$ cat src/rtl/sevenseg_bcd_scan_driver_if.sv
// Load/convert handshake between an ALU result producer and the seven-segment scan driver.
// The producer side uses the master modport and the driver side uses the slave modport.
interface sevenseg_bcd_scan_driver_if;
    logic        load;
    logic [15:0] value;
    logic        busy;
    logic        done;

    modport master (output load, output value, input busy, input done);
    modport slave  (input load, input value, output busy, output done);
endinterface

$ cat src/rtl/sevenseg_bcd_scan_driver.sv
// Sequential double-dabble BCD converter feeding a four-digit, active-low seven-segment scanner.
// The 1 kHz scan input is edge-detected in the clk domain and is never used as a clock.
module sevenseg_bcd_scan_driver #(
    parameter int          BLANK_LEADING = 1,
    parameter int unsigned OVF_LIMIT     = 9999
) (
    input  logic                         clk,
    input  logic                         rst,
    input  logic                         scan_in,
    sevenseg_bcd_scan_driver_if.slave    bus,
    output logic [3:0]                   an,
    output logic [6:0]                   seg
);

    typedef enum logic {IDLE, SHIFT} state_t;

    state_t      state, state_next;
    logic [15:0] bin, bin_next;
    logic [19:0] bcd, bcd_next, bcd_adj;
    logic [3:0]  count, count_next;
    logic        ovf_pend, ovf_pend_next;
    logic        busy_q, busy_next;
    logic        done_q, done_next;
    logic [15:0] disp, disp_next;
    logic        ovf, ovf_next;

    logic        scan_q;
    logic        tick;
    logic [1:0]  index, index_next;

    assign bus.busy   = busy_q;
    assign bus.done   = done_q;
    assign tick       = scan_in & ~scan_q;
    assign index_next = index + 2'd1;

    function automatic logic [6:0] encode(input logic [3:0] d);
        case (d)
            4'd0:    encode = 7'b1000000;
            4'd1:    encode = 7'b1111001;
            4'd2:    encode = 7'b0100100;
            4'd3:    encode = 7'b0110000;
            4'd4:    encode = 7'b0011001;
            4'd5:    encode = 7'b0010010;
            4'd6:    encode = 7'b0000010;
            4'd7:    encode = 7'b1111000;
            4'd8:    encode = 7'b0000000;
            4'd9:    encode = 7'b0010000;
            default: encode = 7'b1111111;
        endcase
    endfunction

    // A digit is blanked when it and every digit above it are zero; digit 0 is always shown.
    function automatic logic [6:0] digit_pattern(input logic [1:0] idx, input logic [15:0] digits,
                                                 input logic overflow);
        logic blank;
        blank = 1'b0;
        case (idx)
            2'd1:    blank = (digits[15:4]  == 12'd0);
            2'd2:    blank = (digits[15:8]  == 8'd0);
            2'd3:    blank = (digits[15:12] == 4'd0);
            default: blank = 1'b0;
        endcase
        if (overflow)
            digit_pattern = 7'b0111111;
        else if ((BLANK_LEADING != 0) && blank)
            digit_pattern = 7'b1111111;
        else
            digit_pattern = encode(digits[{idx, 2'b00} +: 4]);
    endfunction

    always_comb begin
        // NOTE: every output gets a default first, so no path leaves one unassigned and no latch forms.
        state_next    = state;
        bin_next      = bin;
        bcd_next      = bcd;
        count_next    = count;
        ovf_pend_next = ovf_pend;
        busy_next     = busy_q;
        done_next     = 1'b0;
        disp_next     = disp;
        ovf_next      = ovf;
        bcd_adj       = bcd;

        case (state)
            IDLE: begin
                if (bus.load) begin
                    bin_next      = bus.value;
                    bcd_next      = 20'd0;
                    count_next    = 4'd0;
                    ovf_pend_next = 32'(bus.value) > OVF_LIMIT;
                    busy_next     = 1'b1;
                    state_next    = SHIFT;
                end
            end
            SHIFT: begin
                for (int i = 0; i < 5; i++) begin
                    if (bcd[4*i +: 4] >= 4'd5)
                        bcd_adj[4*i +: 4] = bcd[4*i +: 4] + 4'd3;
                end
                {bcd_next, bin_next} = {bcd_adj[18:0], bin, 1'b0};
                count_next = count + 4'd1;
                if (count == 4'd15) begin
                    busy_next  = 1'b0;
                    done_next  = 1'b1;
                    disp_next  = bcd_next[15:0];
                    ovf_next   = ovf_pend;
                    state_next = IDLE;
                end
            end
            default: state_next = IDLE;
        endcase
    end

    // NOTE: sequential state uses non-blocking assignments so every register samples pre-edge values.
    always_ff @(posedge clk or posedge rst) begin
        if (rst) begin
            state    <= IDLE;
            bin      <= 16'd0;
            bcd      <= 20'd0;
            count    <= 4'd0;
            ovf_pend <= 1'b0;
            busy_q   <= 1'b0;
            done_q   <= 1'b0;
            disp     <= 16'd0;
            ovf      <= 1'b0;
            scan_q   <= 1'b0;
            index    <= 2'd0;
            an       <= 4'b1111;
            seg      <= 7'b1111111;
        end else begin
            state    <= state_next;
            bin      <= bin_next;
            bcd      <= bcd_next;
            count    <= count_next;
            ovf_pend <= ovf_pend_next;
            busy_q   <= busy_next;
            done_q   <= done_next;
            disp     <= disp_next;
            ovf      <= ovf_next;
            scan_q   <= scan_in;
            // seg only changes on a tick, and a same-edge commit is already visible through disp_next.
            if (tick) begin
                index <= index_next;
                an    <= ~(4'b0001 << index_next);
                seg   <= digit_pattern(index_next, disp_next, ovf_next);
            end
        end
    end

endmodule

$ cat src/flat_wrapper.sv
// flat-port wrapper written by rule: the top's interface ports become plain ports
module sevenseg_bcd_scan_driver_flat 
#(
    parameter int          BLANK_LEADING = 1,
    parameter int unsigned OVF_LIMIT     = 9999
)
  (clk, rst, scan_in, an, seg, bus_load, bus_value, bus_busy, bus_done);
  sevenseg_bcd_scan_driver_if bus_i ();
  input  logic clk;
  input  logic rst;
  input  logic scan_in;
  output logic [3:0] an;
  output logic [6:0] seg;
  input wire logic [$bits(bus_i.load)-1:0] bus_load;
  input wire logic [$bits(bus_i.value)-1:0] bus_value;
  output wire logic [$bits(bus_i.busy)-1:0] bus_busy;
  output wire logic [$bits(bus_i.done)-1:0] bus_done;
  assign bus_i.load = bus_load;
  assign bus_i.value = bus_value;
  assign bus_busy = bus_i.busy;
  assign bus_done = bus_i.done;
  sevenseg_bcd_scan_driver #(.BLANK_LEADING(BLANK_LEADING), .OVF_LIMIT(OVF_LIMIT)) u_core (.clk(clk), .rst(rst), .scan_in(scan_in), .bus(bus_i), .an(an), .seg(seg));
endmodule
$ cat config.mk
export PLATFORM = sky130hd
export DESIGN_NAME = sevenseg_bcd_scan_driver_flat
export DESIGN_NICKNAME = d
export VERILOG_FILES = /design/src/rtl/sevenseg_bcd_scan_driver_if.sv /design/src/rtl/sevenseg_bcd_scan_driver.sv /design/src/flat_wrapper.sv
export SDC_FILE = /design/constraint.sdc
export NUM_CORES = 1
export LEC_CHECK = 0
export CAP_MARGIN = 5
export CORE_MARGIN = 2
export CORE_UTILIZATION = 50
export CTS_CLUSTER_DIAMETER = 40
export DETAILED_ROUTE_END_ITERATION = 12
export GPL_ROUTABILITY_DRIVEN = 0
export PLACE_DENSITY = 0.72
export SLEW_MARGIN = 15
export SYNTH_ARGS = -nofsm -noshare
export SYNTH_HDL_FRONTEND = slang
export SYNTH_SLANG_ARGS = --single-unit
$ cat constraint.sdc
create_clock -name clk -period 3.35 [get_ports clk]
set_input_delay 0.67 -clock clk [delete_from_list [all_inputs] [get_ports clk]]
set_output_delay 0.67 -clock clk [all_outputs]
set_load 0.02 [all_outputs]
==> out/qor.csv, run 1 <==
stage,metric,value,unit
clock_network,total CTS buffers,9,
synth,average size of a mapped cell,9.668,µm²
grt,vias in the first global route,2982,
cells_and_area,fill cell count,623,
timing,Final Slew Violations,0,
timing,final hold violation count,0,
timing,Fmax,331.2,MHz
grt,global route total overflow,0,
clock_network,Skew-Pair Late Insertion Delay,360,ps
flow_run,max cap viols,0,
clock_network,H-tree Lvls,3,
synth,Post-synth EDFFs,0,
cells_and_area,fraction of layout cells with a size suffix above 1,13.45,%
detailed_routing,vias per inst,5.588,
detailed_routing,post-route ant nets,0,
synth,Post-Syn Area,3925,µm²
worst_setup_path,Worst Path Required,3620,ps
cells_and_area,P&R area growth vs syn,17.31,%
timing,min Tclk post-route,3019,ps
detailed_routing,DRT Wirelength,8.300,mm
clock_network,cts repair resizes,0,
detailed_routing,Pre-antenna DRT Iters,4,
cells_and_area,"Net count, final",481,
clock_network,Clock Root Buffer,clkbuf_8,
timing,unrepaired setup endpoints after global routing,false,
clock_network,CTS sink cnt,71,
timing,Setup-failing EPs final,0,
clock_network,Worst-path clk slew,80,ps
synth,sequential area share after synthesis,45.62,%
cells_and_area,Antenna Cells,0,
hold_path,worst hold stages,2,
run_status,status,finished clean,
detailed_routing,Wirelength per Cell,15.15,µm
timing,Min Hold Slack,474.1,ps
worst_setup_path,arrival time at the worst endpoint,3290,ps
synth,Syn Inst Count,406,
detailed_routing,Iter 0 DRT Violations,185,
timing,TNS Setup,0,ps
timing,Final period util,90.12,%
power_and_ir_drop,pwr dens,1051,nW/µm²
cells_and_area,"non-filler cells, final",548,
clock_network,TritonCTS clock tree,yes,
cells_and_area,"commonest non-fill, non-tap cells in the layout","nand2_1 (69), dfrtp_1 (60), o21ai_0 (33)",
synth,syn_nets,446,
cells_and_area,Final Core Density,60.21,%
timing,Setup Skew,11.02,ps
place,Setup Slack @ Placement,335.6,ps
hold_path,Worst Hold Class,flop to flop,
die,Core ar.,7647,µm²
timing,Slew HR,63.27,%
cells_and_area,"commonest non-fill, non-tap cell in the layout",nand2_1,
synth,most common flop cell mapped by yosys,dfrtp_1,
grt,largest net degree at the start of global routing,51,
place,Placed Cells,532,
worst_setup_path,reg2reg path depth,10,
timing,Worst-Margin Slew,547.7,ps
worst_setup_path,CP Class,flop to flop,
worst_setup_path,crit path capture type,flop,
die,std cell rows,32,
die,die area,8575,µm²
timing,worst setup margin,330.9,ps
synth,async set-or-reset flop fraction in the synthesized netlist,100.0,%
detailed_routing,DRC,0,
power_and_ir_drop,Max VDD drop,0.3489,mV
die,# IOs,33,
place,number of port buffers,32,
power_and_ir_drop,leakage,0.002057,µW
worst_setup_path,worst-path maximum fanout,6,
place,hpwl dp,5.985,mm
die,chip width,92.60,µm
synth,Yosys reg bits,71,
clock_network,CTS Hold Bufs,0,
grt,GRT Util Overall,21.07,%
detailed_routing,Vias,3062,
die,Initial Util,51.33,%
grt,initial antenna violation count,0,
clock_network,maximum clock path buffer count,2,
clock_network,Setup Buffers After CTS,0,
worst_setup_path,startpoint types,flop,
die,Die H,92.60,µm
grt,first-pass GRT wire length,14.15,mm
synth,Yosys warnings,0,
synth,library cells used by synthesis,54,
area by class of cell:
class	count	area, µm²	share of cell area, %
tap	102	127.6	2.772
inverter	22	82.58	1.793
timing repair buffer	43	402.9	8.750
multi-input combinational	294	1969	42.77
clock inverter	4	76.32	1.658
clock buffer	12	155.1	3.370
sequential	71	1790	38.89
synth_stat cells (all sizes together), types with 2 or more instances:
| cell | number | area share (%) |
|---|---|---|
| dfrtp | 60 | 38 |
| clkbuf | 15 | 1.4 |
| mux2i | 28 | 7.1 |
| a311oi | 2 | 0.45 |
| a31o | 7 | 1.6 |
| mux2 | 2 | 0.77 |
| nor4 | 3 | 0.64 |
| nor2 | 23 | 2.2 |
| o22ai | 3 | 0.48 |
| nand2b | 5 | 0.80 |
| o211ai | 2 | 0.38 |
| a211oi | 12 | 2.4 |
| nor3b | 2 | 0.38 |
| nor2b | 5 | 0.80 |
| a21oi | 9 | 1.1 |
| xnor2 | 2 | 0.45 |
| dfstp | 11 | 7.4 |
| nand2 | 69 | 6.6 |
| ha | 20 | 6.4 |
| inv | 22 | 2.1 |
| o21ai | 40 | 5.1 |
| a41oi | 2 | 0.45 |
| a31oi | 6 | 0.96 |
| and2 | 2 | 0.32 |
| or3 | 4 | 0.64 |
| buf | 4 | 0.67 |
| nor3 | 8 | 1.1 |
| or3b | 2 | 0.45 |
| o31ai | 14 | 3.1 |
| nand3 | 3 | 0.38 |
| o2111ai | 3 | 0.67 |
worst paths after layout:
check,start,end,slack [ps]
worst max-delay path,u_core.bcd[12],u_core.seg[3],330
worst min-delay path,u_core.disp[0],u_core.disp[0],470
worst max register to register,u_core.bcd[12],u_core.seg[3],330
worst min register to register,u_core.disp[0],u_core.disp[0],470
max in group asynchronous,rst,u_core.bcd[3],1990
min in group asynchronous,rst,u_core.bus.done,640
registers in the layout (all words and copies together), names as in the netlist, 2 cells and up:
signal,count
u_core.index,2
u_core.disp,16
u_core.count,4
u_core.bcd,16
u_core.bin,16
u_core.an,4
u_core.seg,7
critical path: stages, from the launching register on:
cell,delay (ps)
dfrtp_1,450
inv_1,100
ha_1,250
nor2b_1,240
o21a_1,250
o211ai_1,200
mux4_2,580
inv_1,140
ha_1,250
or2_0,220
a311oi_1,260
stage by stage:
stage,instance area [µm²],total power [µW]
after floorplan,3925,3382
after global placement,4373,3962
after detailed placement,4373,4033
after CTS,4604,4854
after global routing,4604,5235
final,4604,4838
cells by family after synthesis:
kind of cell	Yosys count	share of synthesized area (%)
AOI/OAI and AO/OA	109	18.97
xor gates and xnor gates	3	0.6696
adders and majority gates	20	6.376
buffers and inverters	41	4.208
DFF	71	45.62
muxes	31	8.479
and+or+nand+nor	131	15.68
report_power, final:
part,internal (µW),total [µW],switching [µW]
combinational,1080,2460,1380
sequential,1260,1570,306
clock,463,809,346
total,2800,4840,2030
metal layers:
metal	share of wire (%)	vias up	track usage, %
met5	0	-	0
met4	1.9	0	8.458
met3	4.4	13	3.499
met2	47	76	34.12
met1	47	1463	28.32
li1	-	1510	-
Power figures use the tool's default switching activity.
==> inputs of run 2 (changes only) <==
GPL_TIMING_DRIVEN = 0   (was unset)
==> run 2 against run 1 <==
Fmax shrank 3.2%. Total power shrank 2.9%. Global-route usage grew 1.3 points. Die area is the same. Sequential share of layout area grew 0.24 points. Utilization shrank 0.38 points. Final cell count grew 1.5%. First-iteration DRC count grew 54%. Critical path type unchanged.
==> out/qor.csv, run 2 (synthesis results as in run 1) <==
stage,metric,value,unit
detailed_routing,Vias,3124,
clock_network,total CTS buffers,9,
worst_setup_path,CP Class,flop to flop,
grt,first-pass GRT wire length,15.15,mm
clock_network,Worst-path clk slew,90,ps
detailed_routing,vias per inst,5.619,
detailed_routing,DRC,0,
detailed_routing,DRT Wirelength,8.689,mm
timing,final hold violation count,0,
cells_and_area,"commonest non-fill, non-tap cell in the layout",nand2_1,
timing,unrepaired setup endpoints after global routing,false,
place,Placed Cells,540,
power_and_ir_drop,NetSw,2075,µW
clock_network,TritonCTS clock tree,yes,
worst_setup_path,crit path capture type,flop,
cells_and_area,"non-filler cells, final",556,
worst_setup_path,Worst Path Required,3620,ps
die,Initial Util,51.33,%
clock_network,H-tree Lvls,3,
run_status,status,finished clean,
timing,Worst-Margin Slew,711.2,ps
die,# IOs,33,
timing,Final Slew Violations,0,
cells_and_area,Storage cell area,1790,µm²
grt,initial antenna violation count,0,
power_and_ir_drop,leakage,0.002020,µW
power_and_ir_drop,combinational power share,53.8,%
timing,Final period util,93.14,%
cells_and_area,registers with the most flip-flops,"u_core.bcd (16), u_core.bin (16), u_core.disp (16)",
timing,worst setup margin,229.8,ps
grt,vias in the first global route,3204,
cells_and_area,area of the multi-input gates,1969,µm²
cells_and_area,fill cell count,660,
cells_and_area,fraction of layout cells with a size suffix above 1,12.11,%
clock_network,CTS sink cnt,71,
timing,Setup Skew,9.607,ps
worst_setup_path,startpoint types,flop,
worst_setup_path,worst-path maximum fanout,10,
die,die area,8575,µm²
detailed_routing,Wirelength per Cell,15.63,µm
worst_setup_path,arrival time at the worst endpoint,3390,ps
grt,largest net degree at the start of global routing,51,
clock_network,maximum clock path buffer count,2,
detailed_routing,Pre-antenna DRT Iters,4,
place,Setup Slack @ Placement,237.0,ps
flow_run,max cap viols,0,
timing,Slew HR,52.58,%
power_and_ir_drop,Reg power frac,32.5,%
timing,min Tclk post-route,3120,ps
clock_network,cts repair resizes,0,
cells_and_area,P&R area growth vs syn,16.58,%
power_and_ir_drop,pwr dens,1026,nW/µm²
clock_network,Setup Buffers After CTS,0,
hold_path,Worst Hold Class,flop to flop,
detailed_routing,Iter 0 DRT Violations,285,
worst_setup_path,R2R setup slack,230,ps
power_and_ir_drop,Max VDD drop,0.4371,mV
detailed_routing,post-route ant nets,0,
cells_and_area,"Net count, final",489,
grt,global route total overflow,0,
power_and_ir_drop,clock share of power,13.6,%
power_and_ir_drop,Internal Power,2620,µW
cells_and_area,Antenna Cells,0,
clock_network,Skew-Pair Late Insertion Delay,360,ps
place,number of port buffers,31,
cells_and_area,"commonest non-fill, non-tap cells in the layout","nand2_1 (69), dfrtp_1 (60), o21ai_0 (33)",
grt,GRT Util Overall,22.37,%
die,Die H,92.60,µm
power_and_ir_drop,Net Sw Frac,44.19,%
clock_network,Clock Root Buffer,clkbuf_8,
timing,Fmax,320.5,MHz
die,chip width,92.60,µm
timing,Setup-failing EPs final,0,
clock_network,CTS Hold Bufs,0,
die,std cell rows,32,
place,hpwl dp,6.437,mm
die,Core ar.,7647,µm²
==> run 2: cell type report <==
type | count | share of cell area [%]
clock buffers | 10 | 3.008
flip-flops and latches | 71 | 39.13
clock inverters | 6 | 0.9844
multi-input cells | 294 | 43.04
plain buffers | 19 | 1.805
inverters | 22 | 1.859
well taps | 102 | 2.789
repair buffers | 32 | 7.383
==> run 2: worst paths after layout <==
path	cells past startpoint	from	endpoint
setup / recovery	10	u_core.count[0]	u_core.seg[3]
hold / removal	2	u_core.disp[0]	u_core.disp[0]
setup reg to reg	10	u_core.count[0]	u_core.seg[3]
hold reg to reg	2	u_core.disp[0]	u_core.disp[0]
max in group asynchronous	3	rst	u_core.seg[1]
min in group asynchronous	2	rst	u_core.scan_q
==> run 2: per-stage QoR <==
stage	hold slack (ps)	cell area [µm²]	TNS (ps)	power (µW)	util, %
2_1_floorplan	439.5	3925	0	3382	-
3_3_place_gp	460.8	4363	-17510	3948	57.05
3_5_place_dp	458.2	4393	0	4050	57.44
4_1_cts	479.1	4576	0	4696	59.83
5_1_grt	500.9	4576	0	5115	59.83
6_report	479.9	4576	0	4695	59.83
==> run 2: routing by layer <==
metal	vias to the layer above	global-route usage (%)	part of all wire (%)
met5	-	0	0
met4	0	7.960	1.9
met1	1483	28.88	46
met2	88	36.44	47
li1	1537	-	-
met3	16	5.940	4.9
==> run 2: critical path: stages (launching register included) <==
cell and delay (ps):
dfrtp_1 390, ha_1 310, nand4_4 180, inv_2 180, buf_2 260, a31oi_1 170, mux2i_1 190, a2bb2oi_1 500
ha_1 360, or2_0 220, a311oi_1 270
==> run 2: power groups by stage <==
| stage | sequential, µW | combinational, µW | clock (µW) |
|---|---|---|---|
| 6_report | 1530 | 2530 | 639 |
| 5_1_grt | 1580 | 2840 | 694 |
| 4_1_cts | 1520 | 2520 | 649 |
| 3_5_place_dp | 1540 | 2510 | 0 |
| 3_3_place_gp | 1520 | 2430 | 0 |
| 2_1_floorplan | 1560 | 1830 | 0 |
==> inputs of run 3 (changes only) <==
CORE_MARGIN = unset   (was 2)
CTS_CLUSTER_SIZE = 16   (was unset)
==> run 3 against run 2 <==
Design area is 1.8% higher. Clock skew grew 7.1 ps. Fmax up 1.6%. Critical endpoint unchanged. Critical path type unchanged. Global-route usage rose by 0.93 points.
==> out/qor.csv, run 3 (synthesis results as in run 1) <==
stage,metric,value,unit
run_status,status,finished clean,
clock_network,H-tree Lvls,3,
die,# IOs,33,
detailed_routing,DRT Wirelength,8.585,mm
grt,largest net degree at the start of global routing,47,
clock_network,Setup Buffers After CTS,0,
clock_network,cts repair resizes,0,
grt,vias in the first global route,3099,
timing,Final Slew Violations,0,
cells_and_area,"non-filler cells, final",553,
grt,initial antenna violation count,0,
timing,Setup-failing EPs final,0,
timing,Worst-Margin Slew,724.8,ps
timing,Slew HR,51.68,%
die,std cell rows,31,
cells_and_area,fill cell count,608,
clock_network,TritonCTS clock tree,yes,
cells_and_area,area of the multi-input gates,1969,µm²
die,Die H,90.60,µm
clock_network,CTS Hold Bufs,0,
timing,Fmax,325.6,MHz
worst_setup_path,worst-path maximum fanout,10,
die,Initial Util,52.98,%
die,Core ar.,7408,µm²
timing,Setup Skew,16.67,ps
cells_and_area,Storage cell area,1790,µm²
hold_path,Worst Hold Class,flop to flop,
power_and_ir_drop,leakage,0.002069,µW
cells_and_area,"commonest non-fill, non-tap cell in the layout",nand2_1,
place,Placed Cells,537,
worst_setup_path,CP Class,flop to flop,
cells_and_area,"commonest non-fill, non-tap cells in the layout","nand2_1 (69), dfrtp_1 (60), o21ai_0 (33)",
power_and_ir_drop,Final Power,4970,µW
flow_run,max cap viols,0,
cells_and_area,P&R area growth vs syn,18.71,%
place,number of port buffers,31,
power_and_ir_drop,pwr dens,1067,nW/µm²
grt,first-pass GRT wire length,15.20,mm
detailed_routing,Iter 0 DRT Violations,110,
detailed_routing,Vias,3112,
power_and_ir_drop,Max VDD drop,0.3582,mV
worst_setup_path,startpoint types,flop,
grt,GRT Util Overall,23.30,%
worst_setup_path,Worst Path Required,3620,ps
clock_network,Clock Root Buffer,clkbuf_8,
cells_and_area,Final Core Density,62.89,%
timing,Final period util,91.68,%
detailed_routing,vias per inst,5.627,
cells_and_area,Final Cell Area,4659,µm²
clock_network,Skew-Pair Late Insertion Delay,360,ps
die,chip width,90.60,µm
place,"Cell Area, Placed",4389,µm²
cells_and_area,"Net count, final",489,
clock_network,CTS sink cnt,71,
detailed_routing,Wirelength per Cell,15.52,µm
worst_setup_path,crit path capture type,flop,
cells_and_area,fraction of layout cells with a size suffix above 1,11.89,%
timing,unrepaired setup endpoints after global routing,false,
detailed_routing,post-route ant nets,0,
clock_network,Worst-path clk slew,90,ps
clock_network,maximum clock path buffer count,2,
timing,min Tclk post-route,3071,ps
place,hpwl dp,6.258,mm
die,die area,8208,µm²
clock_network,total CTS buffers,9,
timing,TNS Setup,0,ps
cells_and_area,Antenna Cells,0,
detailed_routing,Pre-antenna DRT Iters,4,
grt,global route total overflow,0,
cells_and_area,registers with the most flip-flops,"u_core.bcd (16), u_core.bin (16), u_core.disp (16)",
timing,final hold violation count,0,
detailed_routing,DRC,0,
worst_setup_path,arrival time at the worst endpoint,3340,ps
run 3: changes by cell type in the layout (fill, tap and decap cells not counted):
cell / before / now
bufinv_16: 0 / 4
clkbuf_1: 15 / 16
clkinv_2: 1 / 0
clkinvlp_4: 3 / 0
inv_6: 1 / 0
run 3: path summary, 6_finish.rpt:
check                                 from              to  cells after the start  slack (ps)
hold reg to reg               u_core.an[3]    u_core.an[3]                      2         480
setup reg to reg           u_core.count[0]   u_core.seg[3]                     10         280
setup / recovery           u_core.count[0]   u_core.seg[3]                     10         280
hold / removal                u_core.an[3]    u_core.an[3]                      2         480
min in group asynchronous              rst  u_core.bin[11]                      2         630
max in group asynchronous              rst    u_core.an[2]                      3        2120
run 3: where the power goes:
group	switching [µW]	internal, µW	total [µW]	leakage, µW
clock	336	592	928	0.000134
sequential	249	1260	1510	0.000870
combinational	1460	1070	2530	0.00106
total	2050	2920	4970	0.00207
run 3: layout make-up:
class | count | share of cell area [%]
multi-input cells | 294 | 42.27
flip-flops and latches | 71 | 38.43
repair buffers | 32 | 7.250
clock buffers | 11 | 3.034
clock inverters | 5 | 2.766
well taps | 99 | 2.658
inverters | 22 | 1.826
plain buffers | 19 | 1.772
run 3: per-stage QoR:
stage	worst slack (ps)	hold slack [ps]
final	278.8	478.3
after global routing	2.288	495.6
after CTS	274.4	484.1
after detailed placement	307.0	468.4
after global placement	-318.3	456.3
after floorplan	644.2	439.5
run 3: metal layers:
| metal | up-vias | track usage, % | wire [µm] |
|---|---|---|---|
| met5 | - | 0 | 0 |
| met4 | 0 | 8.065 | 128 |
| met3 | 11 | 3.535 | 343 |
| met2 | 83 | 36.49 | 4093 |
| met1 | 1482 | 32.97 | 4020 |
| li1 | 1536 | - | - |
run 3: critical path: stages (launching register included):
cell,delay [ps]
dfrtp_1,400
ha_1,290
nand4_4,180
inv_2,180
buf_2,280
a31oi_1,180
mux2i_1,170
a2bb2oi_1,480
ha_1,340
or2_0,220
a311oi_1,270
